### src/rtl/shift_reg_sahr.sv
// Purpose : WIDTH-bit universal register supporting load, shift, rotate and
//           arithmetic shift, plus a multi-step "shift by N" command.
// Latency : a direct op is visible 1 cycle after its edge. An N-step op
//           finishes N enabled edges after the start edge; done pulses the
//           cycle after the last step.
// Backpressure: en=0 stalls a run without losing state. start and mode are
//           ignored while busy, and clr aborts a run.
//
// Ports:
//   clk, rst         rising-edge clock; asynchronous active-high reset
//   en               clock enable for direct ops and run steps
//   clr              synchronous clear (aborts any run, no done)
//   mode[2:0]        000 hold, 001 load, 010 shr, 011 shl, 100 ror,
//                    101 rol, 110 asr, 111 hold
//   d                parallel load data
//   ser_in_msb/lsb   serial bits entering on shift right / shift left
//   start, amount    launch a multi-step op of type mode, amount steps
//   q                register contents
//   ser_out_msb/lsb  q[WIDTH-1] / q[0]
//   busy, done       run in progress / one-cycle completion pulse
module shift_reg_sahr #(
    parameter int                 WIDTH     = 8,
    parameter logic [WIDTH-1:0]   RESET_VAL = '0
) (
    input  logic                         clk,
    input  logic                         rst,
    input  logic                         en,
    input  logic                         clr,
    input  logic [2:0]                   mode,
    input  logic [WIDTH-1:0]             d,
    input  logic                         ser_in_msb,
    input  logic                         ser_in_lsb,
    input  logic                         start,
    input  logic [$clog2(WIDTH+1)-1:0]   amount,
    output logic [WIDTH-1:0]             q,
    output logic                         ser_out_msb,
    output logic                         ser_out_lsb,
    output logic                         busy,
    output logic                         done
);

    localparam int             AW    = $clog2(WIDTH + 1);
    localparam logic [AW-1:0]  W_CNT = AW'(WIDTH);

    typedef enum logic {
        IDLE = 1'b0,
        RUN  = 1'b1
    } state_t;

    state_t            state_q, state_d;
    logic [WIDTH-1:0]  q_q, q_d;
    logic [2:0]        op_q, op_d;
    logic [AW-1:0]     cnt_q, cnt_d;
    logic              busy_q, busy_d;
    logic              done_q, done_d;

    logic              start_multi;
    logic [AW-1:0]     amt_clamped;

    // One application of an operation to the current register value.
    function automatic logic [WIDTH-1:0] apply_op(
        input logic [2:0]        op,
        input logic [WIDTH-1:0]  v,
        input logic              si_msb,
        input logic              si_lsb
    );
        logic [WIDTH-1:0] r;
        case (op)
            3'b001:  r = d;
            3'b010:  r = {si_msb, v[WIDTH-1:1]};
            3'b011:  r = {v[WIDTH-2:0], si_lsb};
            3'b100:  r = {v[0], v[WIDTH-1:1]};
            3'b101:  r = {v[WIDTH-2:0], v[WIDTH-1]};
            3'b110:  r = {v[WIDTH-1], v[WIDTH-1:1]};
            default: r = v;
        endcase
        return r;
    endfunction

    // Only the shift/rotate family runs as a multi-step op; other modes
    // given with start fall through to the direct-op path.
    assign start_multi = start && (mode >= 3'b010) && (mode <= 3'b110);
    assign amt_clamped = (amount > W_CNT) ? W_CNT : amount;

    always_comb begin
        state_d = state_q;
        q_d     = q_q;
        op_d    = op_q;
        cnt_d   = cnt_q;
        busy_d  = busy_q;
        done_d  = 1'b0;

        if (clr) begin
            state_d = IDLE;
            q_d     = RESET_VAL;
            cnt_d   = '0;
            busy_d  = 1'b0;
        end else begin
            case (state_q)
                IDLE: begin
                    if (start_multi) begin
                        op_d  = mode;
                        cnt_d = amt_clamped;
                        if (amt_clamped == '0) begin
                            done_d = 1'b1;
                        end else begin
                            busy_d  = 1'b1;
                            state_d = RUN;
                        end
                    end else if (en) begin
                        q_d = apply_op(mode, q_q, ser_in_msb, ser_in_lsb);
                    end
                end
                RUN: begin
                    if (en) begin
                        q_d   = apply_op(op_q, q_q, ser_in_msb, ser_in_lsb);
                        cnt_d = cnt_q - AW'(1);
                        if (cnt_q == AW'(1)) begin
                            busy_d  = 1'b0;
                            done_d  = 1'b1;
                            state_d = IDLE;
                        end
                    end
                end
                default: begin
                    state_d = IDLE;
                    busy_d  = 1'b0;
                end
            endcase
        end
    end

    always_ff @(posedge clk or posedge rst) begin
        if (rst) begin
            state_q <= IDLE;
            q_q     <= RESET_VAL;
            op_q    <= 3'b000;
            cnt_q   <= '0;
            busy_q  <= 1'b0;
            done_q  <= 1'b0;
        end else begin
            state_q <= state_d;
            q_q     <= q_d;
            op_q    <= op_d;
            cnt_q   <= cnt_d;
            busy_q  <= busy_d;
            done_q  <= done_d;
        end
    end

    assign q           = q_q;
    assign ser_out_msb = q_q[WIDTH-1];
    assign ser_out_lsb = q_q[0];
    assign busy        = busy_q;
    assign done        = done_q;

endmodule

### config.mk
export PLATFORM = sky130hd
export DESIGN_NAME = shift_reg_sahr
export DESIGN_NICKNAME = d
export VERILOG_FILES = /design/src/rtl/shift_reg_sahr.sv
export SDC_FILE = /design/constraint.sdc
export NUM_CORES = 1
export LEC_CHECK = 0
export BUFFER_PORTS_ARGS = -buffer_cell sky130_fd_sc_hd__buf_2
export CELL_PAD_IN_SITES_DETAIL_PLACEMENT = 1
export CELL_PAD_IN_SITES_GLOBAL_PLACEMENT = 2
export CORE_MARGIN = 8
export CORE_UTILIZATION = 35
export DETAILED_ROUTE_END_ITERATION = 8
export PLACE_DENSITY = 0.85
export SLEW_MARGIN = 25
export SYNTH_ARGS = -nofsm -noshare
export SYNTH_HDL_FRONTEND = slang
export SYNTH_SLANG_ARGS = --single-unit
### constraint.sdc
create_clock -name clk -period 4.8 [get_ports clk]
set_clock_uncertainty 0.05 [all_clocks]
set_input_delay 0.96 -clock clk [delete_from_list [all_inputs] [get_ports clk]]
set_output_delay 0.96 -clock clk [all_outputs]
set_load 0.005 [all_outputs]
Yosys cells after proc, flatten, opt, wreduce, memory -nomap -nowiden

Cells that the tools add are included.

Bits of input ports: 22
Output and inout port bits: 12
Flip-flop bits (word level): 18
Word-level logic and storage cells: 76

Equal/unequal tests: 25
Add/sub/neg operators: 1
Order comparisons: 3
Bitwise logic cells: 2
Reductions and logical operators: 8
Muxes and demuxes: 30

Operators with widths:

| cell                | count |
|---|---|
| $pmux 8 s6          | 2 |
| $mux 8              | 4 |
| $ne 3x3->1 const B  | 7 |
| $eq 3x3->1 const B  | 6 |
| $mux 4              | 4 |
| $ne 8x2->1 const B  | 2 |
| $pmux 8 s2          | 1 |
| $mux 1              | 15 |
| $ne 7x2->1 const B  | 2 |
| $eq 3x2->1 const B  | 4 |
| $pmux 4 s2          | 1 |
| $reduce_and 7->1    | 1 |
| $eq 3x1->1 const B  | 2 |
| $pmux 1 s2          | 3 |
| $reduce_and 5->1    | 1 |
| $eq 4x1->1 const B  | 1 |
| $gt 4x4->1 const B  | 1 |
| $logic_not 4->1     | 1 |
| $reduce_and 4->1    | 1 |
| $sub 4x1->4 const B | 1 |
| $ge 3x2->1 const B  | 1 |
| $le 3x3->1 const B  | 1 |
| $ne 3x2->1 const B  | 1 |
| $reduce_and 3->1    | 1 |
| other kinds (3)     | 5 |

Depth between registers and ports, before layout

Gate-level depths: netlist (run 1).

Word-level depth: 7
Gate-level depth with buffers: 7
Gate-level depth less buffers: 6

Worst setup path before layout (run 1)

No wires, ideal clock.

Path kind: input to register
Start point: input port mode[2]
End point: register q_q[1], in the netlist q[1]
Buffers on the path: 1
Setup time: 136 ps
Data required time: 4614 ps
Path slack: 2591 ps
Data arrival time: 2024 ps
Stages on the path: 5
Path through: buf_2 > or2_4 > nor2b_4 > a2111oi_0 > o32ai_1

Word-level cells in the longest chain between the ends: 6
Elaborated cells between the ends (all ways): 18
Classes of those cells: order compare (2); eq/ne (8); mux (5); reduce/logical (3)

Ends and longest elaborated chain:

| element                                  | RTL line | RTL |
|---|---|---|
| from (decl)                              | 29       | `input logic [2:0] mode,` |
| $eq 3x3->1, or another cell as far along | 68       | `case (op)` |
| $pmux 8 s6                               | 68       |  |
| $mux 8                                   | 110      | `end else if (en) begin` |
| $mux 8                                   | 101      | `if (start_multi) begin` |
| $pmux 8 s2                               | 99       | `case (state_q)` |
| $mux 8                                   | 93       | `if (clr) begin` |
| to (signal assigned)                     | 143      | `q_q <= q_d;` |
| to (decl)                                | 51       | `logic [WIDTH-1:0] q_q, q_d;` |

Several ways; a longest one is shown, not always the timed one. The select of a mux whose other input is x is not followed.
A chain may end at the register's enable or synchronous reset.

Final worst setup path (run 1)

Start point: input port mode[1]
End point: register q_q[3], in the netlist q[3]

Same word-level chain as after synthesis.

==> flow_metrics.env, run 1 <==
export IMPL_rsz0062_at_grt="no"
export IMPL_critPathRequiredTime_ns=4.87
export IMPL_clkSlewWorstSetupHoldPaths_ns=0.07
export IMPL_finalCriticalPeriod_ns=2.36
export IMPL_synth_ff_type="dfrtp_1"
export IMPL_async_flop_share_pct=100
export IMPL_synthMuxAreaShare_pct=9.97
export IMPL_layout_drive_gt1_share_pct=22.8
export IMPL_vias=1744
export IMPL_synth_fa_ha_area_share_pct=1.38
export IMPL_stdcell_area_sq_mm=0.00200
export IMPL_htree_levels=1
export IMPL_max_freq_ghz=0.423
export IMPL_min_period_over_period_pct=49.2
export IMPL_ctsResizeCount=0
export IMPL_synth_xor_area_share_pct=0
export IMPL_wl_per_cell_um=18.2
export IMPL_cts_tree="built"
export IMPL_critPathKind="input port to register"
export IMPL_cts_buffers=3
export IMPL_start_util_pct=35.8
export IMPL_place_area_sq_mm=0.00195
export IMPL_max_slew_margin_pct=36.3
export IMPL_worstSetupStartpoint="mode[1]"
export IMPL_layout_nets=257
export IMPL_fill_cells=651
export IMPL_pre_cts_ws_ns=2.18
export IMPL_die_x_um=88.1
export IMPL_grt_total_usage_pct=14.6
export IMPL_die_area_sq_mm=0.00776
export IMPL_worstPathArrival_ns=2.43
export IMPL_postCtsSetupBuffers=0
export IMPL_cts_root_buf="clkbuf_8"
export IMPL_clockBufferDepth=2
export IMPL_yosysTopAreaCell="dfrtp_1"
export IMPL_drc=0
export IMPL_ioPinCount=34
export IMPL_synth_top_area_share_pct=24.8
export IMPL_drv_cap=0
export IMPL_worstHoldStart="busy"
export IMPL_synthesis_area_sq_mm=0.00182
export IMPL_synth_simple_area_share_pct=21.9
export IMPL_ys_seq_elements=18
export IMPL_cp_end_kind="register"
export IMPL_worst_pin_slew_ns=0.955
export IMPL_die_h_um=88.1
export IMPL_syn_area_per_cell_sq_um=8.38
export IMPL_path_cells="buf_2, a21o_1, a2111oi_4, or3_1, o32ai_1"
export IMPL_drt_iter0_markers=77
export IMPL_fin_ws_ns=2.44
export IMPL_clock_sinks=18
export IMPL_outcome="completed"
export IMPL_syn_nets=241
export IMPL_slew_viol_final=0
export IMPL_detail_route_antenna_nets=0
export IMPL_min_path_type="register to register"
export IMPL_grt_pass1_vias=1716
export IMPL_vdd_drop_max_v=0.000115
export IMPL_finalWirelength_mm=5.49
export IMPL_synthTopCellsByArea="dfrtp_1 (25%), mux2i_1 (4.4%), mux2_2 (4.3%)"
export IMPL_grt_max_degree=32
export IMPL_synth_compound_area_share_pct=32.7
export IMPL_core_sq_mm=0.00507
export IMPL_cp_slowest_cell="a2111oi_4"
export IMPL_first_pass_iters=4
export IMPL_p_leak_nw=0.851
export IMPL_antenna_found_initial=0
export IMPL_hold_violations=0
export IMPL_synth_edff_count=0
export IMPL_seq_area_frac_synth_pct=24.8
export IMPL_ctsHoldBuffers=0
export IMPL_portBuffers=33
export IMPL_setup_violations=0
export IMPL_rows=26
export IMPL_p_per_area_mw_per_mm2=269
export IMPL_setup_tns_ns=0
export IMPL_gp_congestion=0.768
export IMPL_insertion_delay_ns=0.25
export IMPL_via_per_inst=5.77
export IMPL_slowest_delay_ns=0.42
export IMPL_synth_cells=217
export IMPL_path_max_fanout=31
export IMPL_critical_path_startpoint_type="input port"
export IMPL_hpwl_mm=3.93
export IMPL_area_delta_synth_final_pct=10.2
export IMPL_antenna_cells=0
export IMPL_synth_warnings=0
export IMPL_synth_top_family_by_area="compound AO/OA/AOI/OAI gates"
export IMPL_grt_overflow_total=0
export IMPL_grt_pass1_wl_mm=9.03
export IMPL_r2r_start="op_q[1]"
export IMPL_ys_types=51
==> synthesized netlist by cell type, types with 8 or more instances <==
| library cell | count |
|---|---|
| a21oi_1 | 14 |
| buf_2 | 8 |
| clkbuf_1 | 8 |
| dfrtp_1 | 18 |
| inv_1 | 12 |
| mux2i_1 | 8 |
| nand2b_1 | 9 |
| nor2_1 | 17 |
| nor2b_1 | 9 |
| o21ai_0 | 8 |
| o32ai_1 | 8 |
==> report_power, final <==
group | internal [mW] | leakage, nW | switching, mW
Clock | 0.0728 | 0.0288 | 0.0499
Sequential | 0.167 | 0.237 | 0.0688
Combinational | 0.0917 | 0.585 | 0.0891
Total | 0.332 | 0.851 | 0.208
==> worst max-delay path, delay by kind of cell <==
kind	cells	cell delay (ns)
AO/OA/AOI/OAI	3	0.85
buffers and inverters	1	0.29
AND/OR/NAND/NOR	1	0.33
==> through the flow <==
stage	cells	hold slack [ns]	utilization [%]	total power, mW
floorplan	217	0.478	-	0.368
global placement	298	0.514	38.4	0.417
detailed placement	298	0.524	38.4	0.421
CTS	302	0.539	39.5	0.547
global route	302	0.556	39.5	0.577
finish	302	0.529	39.5	0.540
==> layer usage <==
metal  up-vias  GRT usage [%]  wire [um]
met1       859           21.5       2840
met4         0           2.76         31
met5         -              0          0
met3         2           2.16        209
met2        31           21.6       2410
li1        852              -          -
==> registers in the layout (all words and copies together), names as in the netlist <==
name and cells:
busy 1, cnt_q 4, done 1, op_q 3, q 8, state_q 1
==> cell families after synthesis <==
kind of cell	count (synthesis)
compound gates	76
fa+ha+maj	2
buf+inv	34
flops	18
mux	17
simple gates	70
==> path summary, 6_finish.rpt <==
path,endpoint,slack [ns],cells after the start
max in group asynchronous,q[3],3.51,2
min reg2reg,busy,0.53,2
max,q[3],2.44,5
min in group asynchronous,busy,0.75,2
max reg2reg,q[3],2.55,4
min,busy,0.53,2
==> layout make-up <==
class                           count  area [sq um]  share of cell area (%)
Multi-Input combinational cell    165          1200                    59.9
Sequential cell                    18           450                    22.5
Timing Repair Buffer               33           165                    8.24
Tap cell                           70          87.6                    4.37
Clock buffer                        4          55.1                    2.75
Inverter                           12          45.0                    2.25
==> layout by cell type (no fill, tap or decap), types with 2 or more instances in the layout <==
| cell type | count |
|---|---|
| a2111oi_0 | 6 |
| a21o_1 | 2 |
| a21oi_1 | 14 |
| a31oi_1 | 7 |
| a32oi_1 | 7 |
| and2_1 | 5 |
| and3_1 | 3 |
| buf_2 | 33 |
| clkbuf_8 | 4 |
| dfrtp_1 | 18 |
| ha_1 | 2 |
| inv_1 | 12 |
| mux2_1 | 2 |
| mux2_2 | 7 |
| mux2i_1 | 8 |
| nand2_1 | 5 |
| nand2b_1 | 9 |
| nand3_1 | 7 |
| nor2_1 | 17 |
| nor2b_1 | 9 |
| nor3_1 | 2 |
| nor3b_1 | 3 |
| o2111ai_1 | 2 |
| o211a_1 | 6 |
| o21ai_0 | 8 |
| o21ba_2 | 2 |
| o311ai_1 | 2 |
| o32ai_1 | 8 |
| or4_1 | 2 |
Note: power is estimated with default switching activity, not from simulation.
==> run 2: changes to the inputs <==
--- a/config.mk
+++ b/config.mk
@@ -9,9 +9,9 @@
 export CELL_PAD_IN_SITES_DETAIL_PLACEMENT = 1
 export CELL_PAD_IN_SITES_GLOBAL_PLACEMENT = 2
 export CORE_MARGIN = 8
-export CORE_UTILIZATION = 35
+export CORE_UTILIZATION = 33
 export DETAILED_ROUTE_END_ITERATION = 8
-export PLACE_DENSITY = 0.85
+export PLACE_DENSITY = 0.81
 export SLEW_MARGIN = 25
 export SYNTH_ARGS = -nofsm -noshare
 export SYNTH_HDL_FRONTEND = slang
==> constraint.sdc (replaced) <==
create_clock -name clk -period 2.4 [get_ports clk]
set_clock_uncertainty 0.05 [all_clocks]
set_input_delay 0.48 -clock clk [delete_from_list [all_inputs] [get_ports clk]]
set_output_delay 0.48 -clock clk [all_outputs]
set_load 0.005 [all_outputs]
==> flow_metrics.env, run 2 (synthesized netlist as in run 1, its figures left out) <==
export IMPL_outcome="completed"
export IMPL_path_buf_inv=1
export IMPL_critical_path_startpoint_type="input port"
export IMPL_cts_tree="built"
export IMPL_finalCriticalPeriod_ns=1.90
export IMPL_hpwl_mm=4.22
export IMPL_largest_reg_flops=8
export IMPL_grt_pass1_vias=1785
export IMPL_layout_nets=263
export IMPL_slew_viol_final=0
export IMPL_die_area_sq_mm=0.00815
export IMPL_core_sq_mm=0.00541
export IMPL_power_mw=1.09
export IMPL_critPathKind="input port to register"
export IMPL_path_max_fanout=31
export IMPL_clockBufferDepth=2
export IMPL_vdd_drop_max_v=0.000227
export IMPL_vias=1784
export IMPL_ioPinCount=34
export IMPL_ctsResizeCount=0
export IMPL_path_cells="buf_2, a21o_1, a2111oi_4, o21bai_2, o32ai_1"
export IMPL_clkSlewWorstSetupHoldPaths_ns=0.07
export IMPL_gp_congestion=0.756
export IMPL_hold_violations=0
export IMPL_pre_cts_ws_ns=0.235
export IMPL_cts_root_buf="clkbuf_8"
export IMPL_rsz0062_at_grt="no"
export IMPL_via_per_inst=5.77
export IMPL_start_util_pct=33.7
export IMPL_cts_buffers=3
export IMPL_p_per_area_mw_per_mm2=534
export IMPL_critPathRequiredTime_ns=2.50
export IMPL_rr_worst_depth=4
export IMPL_ctsHoldBuffers=0
export IMPL_die_h_um=90.3
export IMPL_clock_sinks=18
export IMPL_htree_levels=1
export IMPL_drt_iter0_markers=126
export IMPL_antenna_found_initial=0
export IMPL_grt_overflow_total=0
export IMPL_r2r_slack_ns=0.51
export IMPL_finalWirelength_mm=5.85
export IMPL_top_layer="met4"
export IMPL_layout_common_cells="buf_2 (33), dfrtp_1 (18), nor2_1 (17)"
export IMPL_critical_path_depth=5
export IMPL_r2r_end="q[1]"
export IMPL_fill_cells=696
export IMPL_worstPathArrival_ns=2.00
export IMPL_portBuffers=33
export IMPL_wl_met3_um=210
export IMPL_worstSetupStartpoint="mode[1]"
export IMPL_max_freq_ghz=0.526
export IMPL_grt_pass1_wl_mm=9.73
export IMPL_r2r_start="state_q"
export IMPL_layout_drive_gt1_share_pct=24.5
export IMPL_crit_path_end="q[1]"
export IMPL_wl_per_cell_um=18.9
export IMPL_wl_met1_mm=3.02
export IMPL_drc=0
export IMPL_p_leak_nw=0.873
export IMPL_insertion_delay_ns=0.25
export IMPL_setup_violations=0
export IMPL_min_path_type="input port to async pin"
export IMPL_drv_cap=0
export IMPL_first_pass_iters=5
export IMPL_slowest_delay_ns=0.43
export IMPL_worst_pin_slew_ns=0.727
export IMPL_cp_end_kind="register"
export IMPL_detail_route_antenna_nets=0
export IMPL_setup_tns_ns=0
export IMPL_cp_slowest_cell="a2111oi_4"
export IMPL_dr_wl_met2_mm=2.57
export IMPL_layout_commonest_cell="buf_2"
export IMPL_min_period_over_period_pct=79.2
export IMPL_cp_top_family="compound AO/OA/AOI/OAI gates"
export IMPL_fin_ws_ns=0.499
export IMPL_antenna_cells=0
export IMPL_rows=27
export IMPL_area_delta_synth_final_pct=12.0
export IMPL_grt_max_degree=32
export IMPL_grt_total_usage_pct=14.1
export IMPL_postCtsSetupBuffers=0
export IMPL_max_slew_margin_pct=51.5
export IMPL_die_x_um=90.3
[run 2: cell count changes in the layout (fill, tap and decap cells not counted)]
cell      before  now
buf_4          0    6
clkbuf_8       4    3
[run 2: cell type report]
| type | count | area [sq um] | area share, % |
|---|---|---|---|
| clock buffer | 3 | 41.3 | 2.03 |
| inverter | 12 | 45.0 | 2.21 |
| multi-input combinational | 165 | 1200 | 58.9 |
| sequential | 18 | 450 | 22.1 |
| tap | 72 | 90.1 | 4.42 |
| timing repair buffer | 39 | 210 | 10.3 |
[run 2: worst min path at each step]
stage                       start       to  slack (ns)  cells after the start
final                         rst     done        0.28                      2
after global routing          rst     done        0.34                      2
after CTS                     rst     done        0.31                      2
after detailed placement  op_q[1]  op_q[1]        0.52                      1
after global placement       busy     busy        0.49                      2
after floorplan               rst     busy        0.37                      1
[run 2: power by group]
part / internal [mW] / leakage (nW) / switching, mW
logic: 0.206 / 0.615 / 0.276
clock network: 0.112 / 0.0216 / 0.104
registers: 0.337 / 0.237 / 0.0548
total: 0.654 / 0.873 / 0.434
[run 2: stage by stage]
| stage | hold WS [ns] | instances | utilization (%) | area, sq um |
|---|---|---|---|---|
| 4_1_cts | 0.313 | 309 | 37.7 | 2040 |
| 5_1_grt | 0.342 | 309 | 37.7 | 2040 |
| 2_1_floorplan | 0.369 | 217 | - | 1820 |
| 6_report | 0.283 | 309 | 37.7 | 2040 |
| 3_3_place_gp | 0.488 | 306 | 36.9 | 2000 |
| 3_5_place_dp | 0.524 | 306 | 36.9 | 2000 |
[run 2: routing by layer]
metal,vias to the layer above,global-route usage (%)
li1,860,-
met1,874,20.8
met2,44,21.2
met3,6,1.66
met4,0,3.33
met5,-,0
